## src/rtl/odev2_tablo_tarayici.sv

```systemverilog
// odev2_tablo_tarayici: steps a 3-in/2-out circuit through all 8 input combinations and captures its F/Q truth tables.
// Defining TABLO_KARSILASTIRMA_EN adds a row-by-row comparison against F_BEKLENEN/Q_BEKLENEN (hata, hata_sayisi).
module odev2_tablo_tarayici #(
  parameter int unsigned SETTLE_CYC = 2,
  parameter logic [7:0] F_BEKLENEN = 8'hFF,
  parameter logic [7:0] Q_BEKLENEN = 8'h55
) (
  input  logic       clk,
  input  logic       rst_n,
  input  logic       basla,
  input  logic       f_in,
  input  logic       q_in,
  output logic       a_out,
  output logic       b_out,
  output logic       c_out,
  output logic       mesgul,
  output logic       bitti,
  output logic [7:0] f_tablo,
  output logic [7:0] q_tablo,
  output logic       hata,
  output logic [3:0] hata_sayisi
);
  typedef enum logic [1:0] {BOSTA, SUR, ORNEKLE, BITTI} state_t;
  state_t     r_state, w_next;
  logic [2:0] r_idx;
  logic [7:0] r_cnt, r_f_tablo, r_q_tablo;
  always_comb begin
    w_next = r_state;
    w_next = r_state == BOSTA   ? (basla ? SUR : BOSTA)
           : r_state == SUR     ? (r_cnt == 8'(SETTLE_CYC - 1) ? ORNEKLE : SUR)
           : r_state == ORNEKLE ? (r_idx == 3'd7 ? BITTI : SUR)
           : BOSTA;
  end
  always_ff @(posedge clk or negedge rst_n)
    if (!rst_n) begin
      r_state   <= BOSTA;
      r_idx     <= 3'd0;
      r_cnt     <= 8'd0;
      r_f_tablo <= 8'd0;
      r_q_tablo <= 8'd0;
    end else begin
      r_state <= w_next;
      if (r_state == BOSTA && basla) begin
        r_idx     <= 3'd0;
        r_cnt     <= 8'd0;
        r_f_tablo <= 8'd0;
        r_q_tablo <= 8'd0;
      end
      if (r_state == SUR) r_cnt <= r_cnt + 8'd1;
      if (r_state == ORNEKLE) begin
        r_f_tablo[r_idx] <= f_in;
        r_q_tablo[r_idx] <= q_in;
        if (r_idx != 3'd7) begin
          r_idx <= r_idx + 3'd1;
          r_cnt <= 8'd0;
        end
      end
    end
  // Outputs decode registered state only; the index is masked outside the scan.
  assign mesgul = r_state == SUR || r_state == ORNEKLE;
  assign bitti = r_state == BITTI;
  assign {a_out, b_out, c_out} = mesgul ? r_idx : 3'd0;
  assign f_tablo = r_f_tablo;
  assign q_tablo = r_q_tablo;
`ifdef TABLO_KARSILASTIRMA_EN
  logic       r_hata, w_miss;
  logic [3:0] r_hata_sayisi;
  assign w_miss = f_in != F_BEKLENEN[r_idx] || q_in != Q_BEKLENEN[r_idx];
  always_ff @(posedge clk or negedge rst_n)
    if (!rst_n) begin
      r_hata        <= 1'b0;
      r_hata_sayisi <= 4'd0;
    end else if (r_state == BOSTA && basla) begin
      r_hata        <= 1'b0;
      r_hata_sayisi <= 4'd0;
    end else if (r_state == ORNEKLE && w_miss) begin
      r_hata        <= 1'b1;
      r_hata_sayisi <= r_hata_sayisi + 4'd1;
    end
  assign hata = r_hata;
  assign hata_sayisi = r_hata_sayisi;
`else
  logic w_unused;
  assign w_unused = ^{F_BEKLENEN, Q_BEKLENEN};
  assign hata = 1'b0;
  assign hata_sayisi = 4'd0;
`endif
endmodule

```

## config.mk

```make
export PLATFORM = sky130hd
export DESIGN_NAME = odev2_tablo_tarayici
export DESIGN_NICKNAME = d
export VERILOG_FILES = /design/src/rtl/odev2_tablo_tarayici.sv
export SDC_FILE = /design/constraint.sdc
export NUM_CORES = 1
export LEC_CHECK = 0
export ABC_AREA = 1
export CORE_MARGIN = 4
export CORE_UTILIZATION = 25
export CTS_BUF_LIST = sky130_fd_sc_hd__clkbuf_2
export DETAILED_ROUTE_END_ITERATION = 8
export PLACE_DENSITY = 0.52
export SLEW_MARGIN = 20
export SYNTH_ARGS = -nofsm -noshare
export SYNTH_HDL_FRONTEND = slang
export SYNTH_SLANG_ARGS = --single-unit
```

## constraint.sdc

```tcl
create_clock -name clk -period 1.4 [get_ports clk]
set_clock_uncertainty 0.05 [all_clocks]
set_input_delay 0.28 -clock clk [delete_from_list [all_inputs] [get_ports clk]]
set_output_delay 0.28 -clock clk [all_outputs]
set_load 0.02 [all_outputs]
```

==> results.md <==
Outcome:
- The run finished, with violations left.
- The checks that failed: setup timing.

GRT:
- The global-route wire length before repair is 6.341 mm.
- The via count of the first global-routing pass is 1354.
- The total congestion overflow is 0.
- The largest net degree at the start of global routing is 30.
- The initial antenna violation count came to 0.
- The total routing resource utilization after global routing is 10.75%.

Synthesis:
- The synthesized area divided by synthesized cell count is 8.604 um^2.
- The simple-gate area share of the yosys netlist is 24.18%.
- nand2_1 is the most common cell in the netlist.
- For this run, the number of Yosys warnings is 0.
- The count of flip-flops with a built-in enable after synthesis is 0.
- The combinational family with the most area after synthesis is simple AND/OR/NAND/NOR gates.
- Synthesis produced 178 cells.
- In the post-synthesis netlist, the biggest area contributors are dfrtp_1, nand2_1, ha_1, nand3_1, o21ai_0.
- Among all flip-flop cells after synthesis, the most frequent one is dfrtp_1.
- Summing the areas of all fa, ha and maj instances in the mapped netlist gives 7.353% of the synthesized area.
- The xor and xnor fraction of the mapped netlist area is 0.5719%.
- The share of synthesized area in the top cell type comes to 47.39%.
- Summing the areas of all compound-gate instances in the mapped netlist gives 9.314% of the synthesized area.
- In the synthesized netlist, mux cells make up 0% of the area.
- Counting flops and latches in the post-synthesis netlist gives 29.
- The synthesized cell area is 0.001531 mm^2.
- For this run, asynchronously set or reset flops after synthesis account for 100.0%.
- The post-synthesis cell type count is 24.
- The proportion of synthesized chip area in sequential cells is 47.39%.
- The commonest cells after synthesis are nand2_1, dfrtp_1, inv_1, nand3_1, o21ai_0.
- The largest total area in the synthesized netlist belongs to dfrtp_1.

Place:
- The wire-length estimate of the detail-placed layout is 2.551 mm.
- The congestion estimate from routability-driven global placement came to 0.6996.
- The count of buffers added on input and output ports is 25.
- After detailed placement, the design holds a cell count of 289.

Drt:
- The detailed-route via count is 1323.
- The post-route antenna net violation count is 0.
- The detailed-route wire length per cell is 12.20 um.
- The sum of routed wire length over all layers is 3.684 mm.
- The number of DRC markers after the initial detailed-route iteration is 51.
- The first detailed-routing pass ran for 4 iterations.
- In the routed design, unresolved DRC markers number 0.
- Using the TritonRoute via totals, the vias-per-cell ratio works out to 4.381.

Clock network:
- The TritonCTS clock tree is built.
- No sink is reached through more buffers than the 2 on the longest clock path.
- The clock-pin slew reported for the worst setup and hold paths after clock tree synthesis is 0.17 ns.
- For this design, the sink count on the clock tree is 29.
- CTS placed an instance of clkbuf_2 at the clock tree root.
- The maximum level of the CTS H-tree is 2.
- The later-pin clock latency in the skew report is 0.36 ns.
- For this design, the CTS-stage hold fixing added 0 buffers.
- The number of clock buffers inserted by TritonCTS is 5.

Worst setup path:
- The endpoint of the worst-slack reg-to-reg timing path is r_idx[1]$_DFF_PN0_.
- In this run the critical register-to-register path is launched from r_state[1]$_DFF_PN0_.
- Data on the critical path arrives at its endpoint at 1.31 ns.
- The setup slack of the most critical reg-to-reg path is -0.07 ns.
- The endpoint required time on the critical path is 1.07 ns.
- The worst setup path is launched from a flop.
- In this run the worst path has a maximum fanout of 2.
- The worst setup path is of the reg -> out kind.
- The endpoint class of the critical path is an output port.
- The worst-case reg-to-reg path depth is 6.

Worst hold path:
- The path class of the lowest-slack min-delay path is in -> async.

Power:
- For this design the ratio of total power to cell area is 1654 mW/mm^2.
- The leakage power is 1.079 nW.
- The overall power after layout is 3.507 mW.
- The worst-case IR drop observed on VDD is 613.3 uV.

STA:
- The number of slew-limit violations in the final report is 0.
- The worst path in the final design needs a cycle of 1.643 ns, including I/O delays and setup.
- The least setup slack across all paths after layout is -0.2435 ns.
- The total setup violations reported at the end of the flow is 26.
- The final worst-path cycle share is 117.4%.
- The count of final hold-check violations came to 0.
- The maximum achievable frequency is 0.6085 GHz.
- Setup repair after global routing could not meet its margin everywhere.

Floorplan:
- For this design the top-level I/O count stands at 31.
- The starting utilization of the core area is 25.87%.
- The die outline area is 0.007442 mm^2.
- In this run the vertical extent of the chip is 86.27 um.
- After floorplanning, the core was sized to cover 0.005921 mm^2.
- The initialized floorplan defines 28 standard-cell rows.
- The horizontal extent of the die is 86.27 um.

Final layout:
- The post-synthesis to final-layout area growth is 38.48%.
- The proportion of layout cells with a drive suffix above 1 is 37.00%.
- The diode insertion count for antenna repair is 0.
- At the end of the flow, the number of nets in the layout was 240.
- The number of cells in the finished layout apart from fillers is 302.

Flow run:
- The tool flagged a number of max-cap violations equal to 0.
## flip-flops by register name, summed over array words and instances (netlist names)
signal and flops:
r_cnt 8, r_idx 3, q_tablo 8, r_state 2, f_tablo 8
## metal layers
layer | up-vias | routed length, um | global-route usage [%]
li1 | 672 | - | -
met1 | 617 | 1638 | 13.11
met2 | 26 | 1823 | 18.50
met3 | 8 | 185 | 3.422
met4 | 0 | 37 | 2.550
met5 | - | 0 | 0
## layout by cell type (no fill, tap or decap), types with 4 or more instances in the layout
| cell type | synthesis | layout |
|---|---|---|
| dfrtp_1 | 29 | 29 |
| nand2_1 | 33 | 27 |
| nand3_1 | 19 | 19 |
| buf_2 | 2 | 17 |
| inv_1 | 23 | 16 |
| buf_4 | 7 | 16 |
| o21ai_1 | 1 | 11 |
| nand4_1 | 9 | 9 |
| inv_2 | 2 | 8 |
| o21ai_0 | 18 | 8 |
| buf_6 | 1 | 8 |
| nand2_2 | 1 | 5 |
| conb_1 | 1 | 5 |
| clkbuf_2 | 0 | 5 |
| a21oi_1 | 5 | 4 |
| ha_1 | 9 | 4 |
| ha_4 | 0 | 4 |
| clkdlybuf4s50_1 | 0 | 4 |
## worst max-delay path by stage
stage / start / to / slack [ns] / cells past startpoint
global route: r_state[1]$_DFF_PN0_ / b_out / -0.37 / 5
global placement: r_state[0]$_DFF_PN0_ / c_out / -0.33 / 5
detailed placement: r_state[1]$_DFF_PN0_ / b_out / -0.35 / 5
floorplan: r_state[0]$_DFF_PN0_ / b_out / 0.03 / 4
CTS: r_state[1]$_DFF_PN0_ / b_out / -0.27 / 5
finish: r_state[1]$_DFF_PN0_ / bitti / -0.24 / 4
## critical path: stages, from the launching register on
cell and delay, ns:
dfrtp_1 0.43, buf_4 0.14, buf_6 0.12, ha_4 0.15, buf_6 0.12
## power by group
part	switching, mW	internal [mW]	total, mW
registers	0.128	0.976	1.10
logic	1.02	0.776	1.79
clock network	0.314	0.296	0.610
total	1.46	2.05	3.51
## repair_timing
| item | CTS | global route |
|---|---|---|
| gates resized for setup | 113 | 27 |
| setup buffers | 1 | 4 |
| setup endpoints to repair | 49 | 42 |
| gates cloned | 1 | 0 |
| pin swaps | 9 | 12 |
## cell type report
cell class	instances	area [um^2]
clock buffers	5	25.02
repair buffers	46	355.3
well taps	75	93.84
inverters	25	96.34
fillers	615	3800
repair inverters	1	7.507
multi-input cells	118	775.7
flip-flops and latches	29	725.7
clock inverters	3	41.29
## cell families (layout without fill, tap and decap cells)
| kind of cell | Yosys count | in the layout |
|---|---|---|
| AND/OR/NAND/NOR | 76 | 76 |
| buffers and inverters | 35 | 80 |
| flip-flops | 29 | 29 |
| AO/OA/AOI/OAI | 27 | 27 |
| adder cells (fa/ha/maj) | 9 | 9 |
| other | 1 | 5 |
| XOR/XNOR | 1 | 1 |
## per-stage QoR
step	utilization, %	area [um^2]	hold slack (ns)	TNS (ns)	worst slack, ns
2_1_floorplan	-	1546	-0.06559	0	0.02533
3_3_place_gp	33.05	1957	0.4453	-2.451	-0.3293
3_5_place_dp	33.05	1957	0.4546	-3.192	-0.3489
4_1_cts	35.82	2121	0.1869	-1.444	-0.2651
5_1_grt	35.82	2121	0.1728	-5.346	-0.3706
6_report	35.82	2121	0.2087	-1.637	-0.2435
No activity file was read; power rests on OpenSTA's default activity.
